===== src/rtl/fusion_pair_sequencer_pkg.sv =====
// Stand-in core configuration and decoded-entry types so the sequencer elaborates without the full core.
// Only ex.valid of the entry is interpreted; everything else passes through untouched.
package fusion_pair_sequencer_pkg;

    typedef struct packed {
        int unsigned nr_issue;
    } cfg_t;

    localparam cfg_t cfg_empty = '{nr_issue: 1};

    typedef struct packed {
        logic       valid;
        logic [3:0] cause;
    } exc_t;

    typedef struct packed {
        logic [31:0] pc;
        logic [7:0]  op;
        exc_t        ex;
    } sb_entry_t;

endpackage


===== src/rtl/fusion_pair_sequencer.sv =====
// In-order re-pairing queue ahead of the fusion scan: presents two adjacent entries whenever
// possible, holds a lone oldest entry briefly for a partner, and counts fused pairs.
module fusion_pair_sequencer
    import fusion_pair_sequencer_pkg::*;
#(
    parameter cfg_t        CVA6Cfg            = cfg_empty,
    parameter type         scoreboard_entry_t = sb_entry_t,
    parameter int unsigned DEPTH              = 4,
    parameter int unsigned WAIT_CYCLES        = 2,
    parameter int unsigned CNT_W              = 32
) (
    input  logic                        clk_i,
    input  logic                        rst_ni,
    input  logic                        flush_i,
    input  scoreboard_entry_t [1:0]     instr_i,
    input  logic [1:0]                  instr_valid_i,
    output logic                        instr_ready_o,
    output scoreboard_entry_t [1:0]     pair_o,
    output logic [1:0]                  pair_valid_o,
    input  logic                        pair_ready_i,
    input  logic                        fusion_hit_i,
    output logic [CNT_W-1:0]            fused_cnt_o
);

    localparam int unsigned PTR_W  = $clog2(DEPTH);
    localparam int unsigned WAIT_W = (WAIT_CYCLES > 0) ? $clog2(WAIT_CYCLES + 1) : 1;
    localparam logic [PTR_W:0]    ACC_MAX  = (PTR_W + 1)'(DEPTH - 2);
    localparam logic [WAIT_W-1:0] WAIT_MAX = WAIT_W'(WAIT_CYCLES);

    scoreboard_entry_t mem_q [DEPTH];

    logic [PTR_W-1:0]  rd_q, wr_q, rd_nxt1, wr_nxt1, wr_sel1;
    logic [PTR_W:0]    cnt_q, push_n, pop_n;
    logic [WAIT_W-1:0] wait_q;
    logic              lone_ok, pop_fire;

    // Accept depends only on registered occupancy so issue back-pressure never reaches decode combinationally.
    assign instr_ready_o = (cnt_q <= ACC_MAX);
    assign rd_nxt1       = rd_q + PTR_W'(1);
    assign wr_nxt1       = wr_q + PTR_W'(1);
    assign wr_sel1       = instr_valid_i[0] ? wr_nxt1 : wr_q;
    assign pair_o[0]     = mem_q[rd_q];
    assign pair_o[1]     = mem_q[rd_nxt1];

    always_comb begin
        push_n = '0;
        if (instr_ready_o)
            push_n = (PTR_W + 1)'(instr_valid_i[0]) + (PTR_W + 1)'(instr_valid_i[1]);

        // An excepting entry cannot fuse, so waiting for a partner gains nothing.
        lone_ok = (WAIT_CYCLES == 0) || (wait_q >= WAIT_MAX) || pair_o[0].ex.valid;

        pair_valid_o = 2'b00;
        if (cnt_q >= (PTR_W + 1)'(2))
            pair_valid_o = 2'b11;
        else if (cnt_q == (PTR_W + 1)'(1) && lone_ok)
            pair_valid_o = 2'b01;

        pop_fire = pair_ready_i && (pair_valid_o != 2'b00);
        pop_n    = '0;
        if (pop_fire)
            pop_n = pair_valid_o[1] ? (PTR_W + 1)'(2) : (PTR_W + 1)'(1);
    end

    always_ff @(posedge clk_i or negedge rst_ni) begin
        if (!rst_ni) begin
            rd_q        <= '0;
            wr_q        <= '0;
            cnt_q       <= '0;
            wait_q      <= '0;
            fused_cnt_o <= '0;
        end else if (flush_i) begin
            rd_q   <= '0;
            wr_q   <= '0;
            cnt_q  <= '0;
            wait_q <= '0;
        end else begin
            rd_q  <= rd_q + pop_n[PTR_W-1:0];
            wr_q  <= wr_q + push_n[PTR_W-1:0];
            cnt_q <= cnt_q + push_n - pop_n;
            if (cnt_q == (PTR_W + 1)'(1) && push_n == '0 && pop_n == '0) begin
                if (wait_q != WAIT_MAX)
                    wait_q <= wait_q + WAIT_W'(1);
            end else begin
                wait_q <= '0;
            end
            if (pop_fire && pair_valid_o == 2'b11 && fusion_hit_i)
                fused_cnt_o <= fused_cnt_o + CNT_W'(1);
        end
    end

    // Storage needs no reset: occupancy alone decides what is presented.
    always_ff @(posedge clk_i) begin
        if (!flush_i && instr_ready_o) begin
            if (instr_valid_i[0])
                mem_q[wr_q] <= instr_i[0];
            if (instr_valid_i[1])
                mem_q[wr_sel1] <= instr_i[1];
        end
    end

endmodule

===== config.mk =====
export PLATFORM = sky130hd
export DESIGN_NAME = fusion_pair_sequencer
export DESIGN_NICKNAME = d
export VERILOG_FILES = /design/src/rtl/fusion_pair_sequencer_pkg.sv /design/src/rtl/fusion_pair_sequencer.sv
export SDC_FILE = /design/constraint.sdc
export NUM_CORES = 1
export LEC_CHECK = 0
export BUFFER_PORTS_ARGS = -buffer_cell sky130_fd_sc_hd__buf_2
export CAP_MARGIN = 10
export CORE_MARGIN = 1.5
export CORE_UTILIZATION = 52
export CTS_BUF_LIST = sky130_fd_sc_hd__clkbuf_8
export DETAILED_ROUTE_END_ITERATION = 6
export GPL_ROUTABILITY_DRIVEN = 0
export MAX_ROUTING_LAYER = met4
export PLACE_DENSITY = 0.87
export SETUP_SLACK_MARGIN = 0.05
export SLEW_MARGIN = 20
export SYNTH_ARGS = -nofsm -noshare
export SYNTH_HDL_FRONTEND = slang
export SYNTH_SLANG_ARGS = --single-unit

===== constraint.sdc =====
create_clock -name clk_i -period 3.5 [get_ports clk_i]
set_clock_uncertainty 0.2 [all_clocks]
set_input_delay 0.7 -clock clk_i [delete_from_list [all_inputs] [get_ports clk_i]]
set_output_delay 0.7 -clock clk_i [all_outputs]
set_load 0.005 [all_outputs]

==> impl_metrics.csv <==
group,metric,value,unit
status,outcome,"finished clean",
floorplanning,dieArea,0.0238,mm^2
clock_tree,hold_buffers,0,
yosys,synth_flop_cell,"edfxtp_1",
critical_path,startpoint_type,"flop",
finish,fill_cells,1614,
finish,synthToLayoutAreaGrowth,18.8,%
yosys,ys_seq_area_share,54.2,%
clock_tree,cts_setup_buffers,0,
route,vias,7513,
yosys,yosysTopAreaCell,"edfxtp_1",
yosys,async_reset_ff_share,18.6,%
sta,period_share,91.6,%
yosys,synth.top_cell.area_share,45.5,%
run,maxCapViolations,0,
clock_tree,cts_made_buffers,39,
yosys,synth_commonest_cells,"edfxtp_1, mux2_2, mux4_2",
critical_path,crit_family,"buffers and inverters",
floorplanning,start_util,52.8,%
clock_tree,clkSlewWorstSetupHoldPaths,60,ps
finish,layout-drive-gt1-share,58.1,%
yosys,netlist_area,0.0119,mm^2
floorplanning,rows,55,
sta,hold_viol,0,
yosys,syn_area_per_cell,16.8,um^2
yosys,synthCells,709,
critical_path,critPathArrivalTime,2300,ps
finish,post-route-util,62.7,%
sta,fmax,0.312,GHz
critical_path,slowest_delay,610,ps
finish,final_area,0.0141,mm^2
floorplanning,die_w,154,um
power,combPwrFrac,30.7,%
sta,rsz0062_at_grt,"no",
clock_tree,cts_sinks,221,
yosys,synth-seq-cells,221,
route,routed_wl,27.0,mm
route,drt-pass1-iter-count,4,
floorplanning,core,0.0225,mm^2
power,p_switching,2.40,mW
global_route,grt_pass1_vias,7825,
power,pwr-share-clk,25.8,%
critical_path,cp_max_fo,90,
critical_path,cp.required,2600,ps
critical_path,cp_num_buf_inv,2,
sta,timing.slew.headroom,25.8,%
global_route,grt-ovfl-total,0,
sta,report.final.slew_viol_count,0,
global_route,grt_pass1_wl,42.7,mm
finish,num-nets-final,1055,
critical_path,path_cells,"buf_12, mux4_2, buf_2",
clock_tree,clockBufferDepth,3,
global_route,grtUsageTotal,24.0,%
power,cellPowerDensity,569,mW/mm^2
route,via_per_inst,5.94,
yosys,ys_warn_count,0,
place,hpwlAfterDp,17.0,mm
clock_tree,clkLatencyLatePin,520,ps
yosys,post-synth-top-count-cell,"edfxtp_1",
sta,setup_viol,0,
critical_path,cpMaxStageDelayCell,"mux4_2",
clock_tree,cts_tree,"built",
critical_path,path_class,"reg -> out",
sta,tightest_slew,1110,ps
sta,hold_slack,112,ps
global_route,grt_start_max_net_pins,91,
clock_tree,cts_htree_levels,2,
hold_path,hold_class,"in -> async",
sta,period_needed,3200,ps
yosys,synth-edff-count,180,
power,power_frac_seq,43.5,%
sta,finalSetupTns,0,ps
floorplanning,top_level_ports,222,
power,p_int,5.63,mW
place,io_buffer_count,221,
route,drtIter0Drc,572,
yosys,synth_area_leaders,"edfxtp_1, mux4_2, mux2_2",
route,ant_nets,0,
yosys,synth_cell_type_count,38,
critical_path,cp-end-kind,"primary output",
place,placed_area,0.0134,mm^2
route,wl_per_cell,21.3,um
route,drcViolationCount,0,
power,switching_share,29.9,%
floorplanning,die_h,154,um
global_route,antenna_found_initial,7,
power,ir_drop,324,uV
power,p_leak,5.34,nW
clock_tree,post_cts_resized,0,
yosys,synth_nets,819,
clock_tree,root_buffer,"clkbuf_8",
placed cells by master (no fill, tap or decap), drive strengths merged, types with 9 or more instances in the layout:
cell / instances
ha: 11
clkbuf: 40
nor3: 9
mux2: 181
xor2: 14
xnor2: 24
mux4: 90
dfrtp: 41
edfxtp: 180
nor4: 10
nand3: 9
nand4: 14
nor2: 13
clkinv: 9
inv: 29
buf: 235
nand2: 21
metal layers:
layer	global-route usage (%)	up-vias	routed length (um)	part of all wire [%]
met5	-	-	0	0
met4	6.38	0	450	1.7
met3	5.95	41	2540	9.4
met2	39.4	331	13400	50
met1	29.9	3782	10600	39
li1	-	3359	-	-
final timing paths:
check | start | depth (start not counted) | slack (ps) | endpoint
worst max-delay path | rd_q[0] | 3 | 300 | pair_o[60]
worst min-delay path | rst_ni | 1 | 110 | wr_q[1]
worst max register to register | wr_q[0] | 6 | 380 | mem_q[1][19]
worst min register to register | fused_cnt_o[31] | 1 | 270 | fused_cnt_o[31]
max in group asynchronous | rst_ni | 1 | 2330 | rd_q[0]
min in group clk_i | fused_cnt_o[31] | 1 | 270 | fused_cnt_o[31]
cell families (layout without fill, tap and decap cells):
group | Yosys count | count (layout) | synth area share (%)
mux | 271 | 271 | 34.2
flops | 221 | 221 | 54.2
simple gates | 105 | 105 | 4.96
buf+inv | 52 | 314 | 1.81
xor+xnor | 38 | 38 | 2.80
fa+ha+maj | 13 | 13 | 1.50
compound gates | 9 | 9 | 0.548
other cells | 0 | 8 | 0
power by group through the flow:
stage,combinational (mW),clock [mW],sequential [mW]
after floorplan,1.54,0,3.48
after global placement,2.45,0,3.51
after detailed placement,2.48,0,3.54
after CTS,2.49,2.12,3.49
after global routing,2.67,2.23,3.53
final,2.47,2.07,3.49
area by class of cell:
| cell class | count | area [um^2] | area share, % |
|---|---|---|---|
| diodes | 8 | 20.0 | 0.142 |
| clock buffers | 40 | 551 | 3.90 |
| clock inverters | 27 | 113 | 0.798 |
| inverters | 12 | 45.0 | 0.319 |
| multi-input cells | 436 | 5280 | 37.4 |
| flip-flops and latches | 221 | 6440 | 45.6 |
| well taps | 285 | 357 | 2.53 |
| repair buffers | 235 | 1310 | 9.29 |
metrics by stage:
step / worst slack [ps] / std cells / power [mW]
floorplan: 137 / 709 / 5.02
finish: 296 / 1264 / 8.03
global route: 163 / 1263 / 8.43
CTS: 258 / 1256 / 8.10
detailed placement: 377 / 1189 / 6.02
global placement: 418 / 1189 / 5.96
flip-flops by register name, indices dropped and copies added, names as in the netlist:
| name | flops |
|---|---|
| mem_q | 180 |
| wait_q | 2 |
| rd_q | 2 |
| cnt_q | 3 |
| wr_q | 2 |
| fused_cnt_o | 32 |
Power figures use the tool's default switching activity.
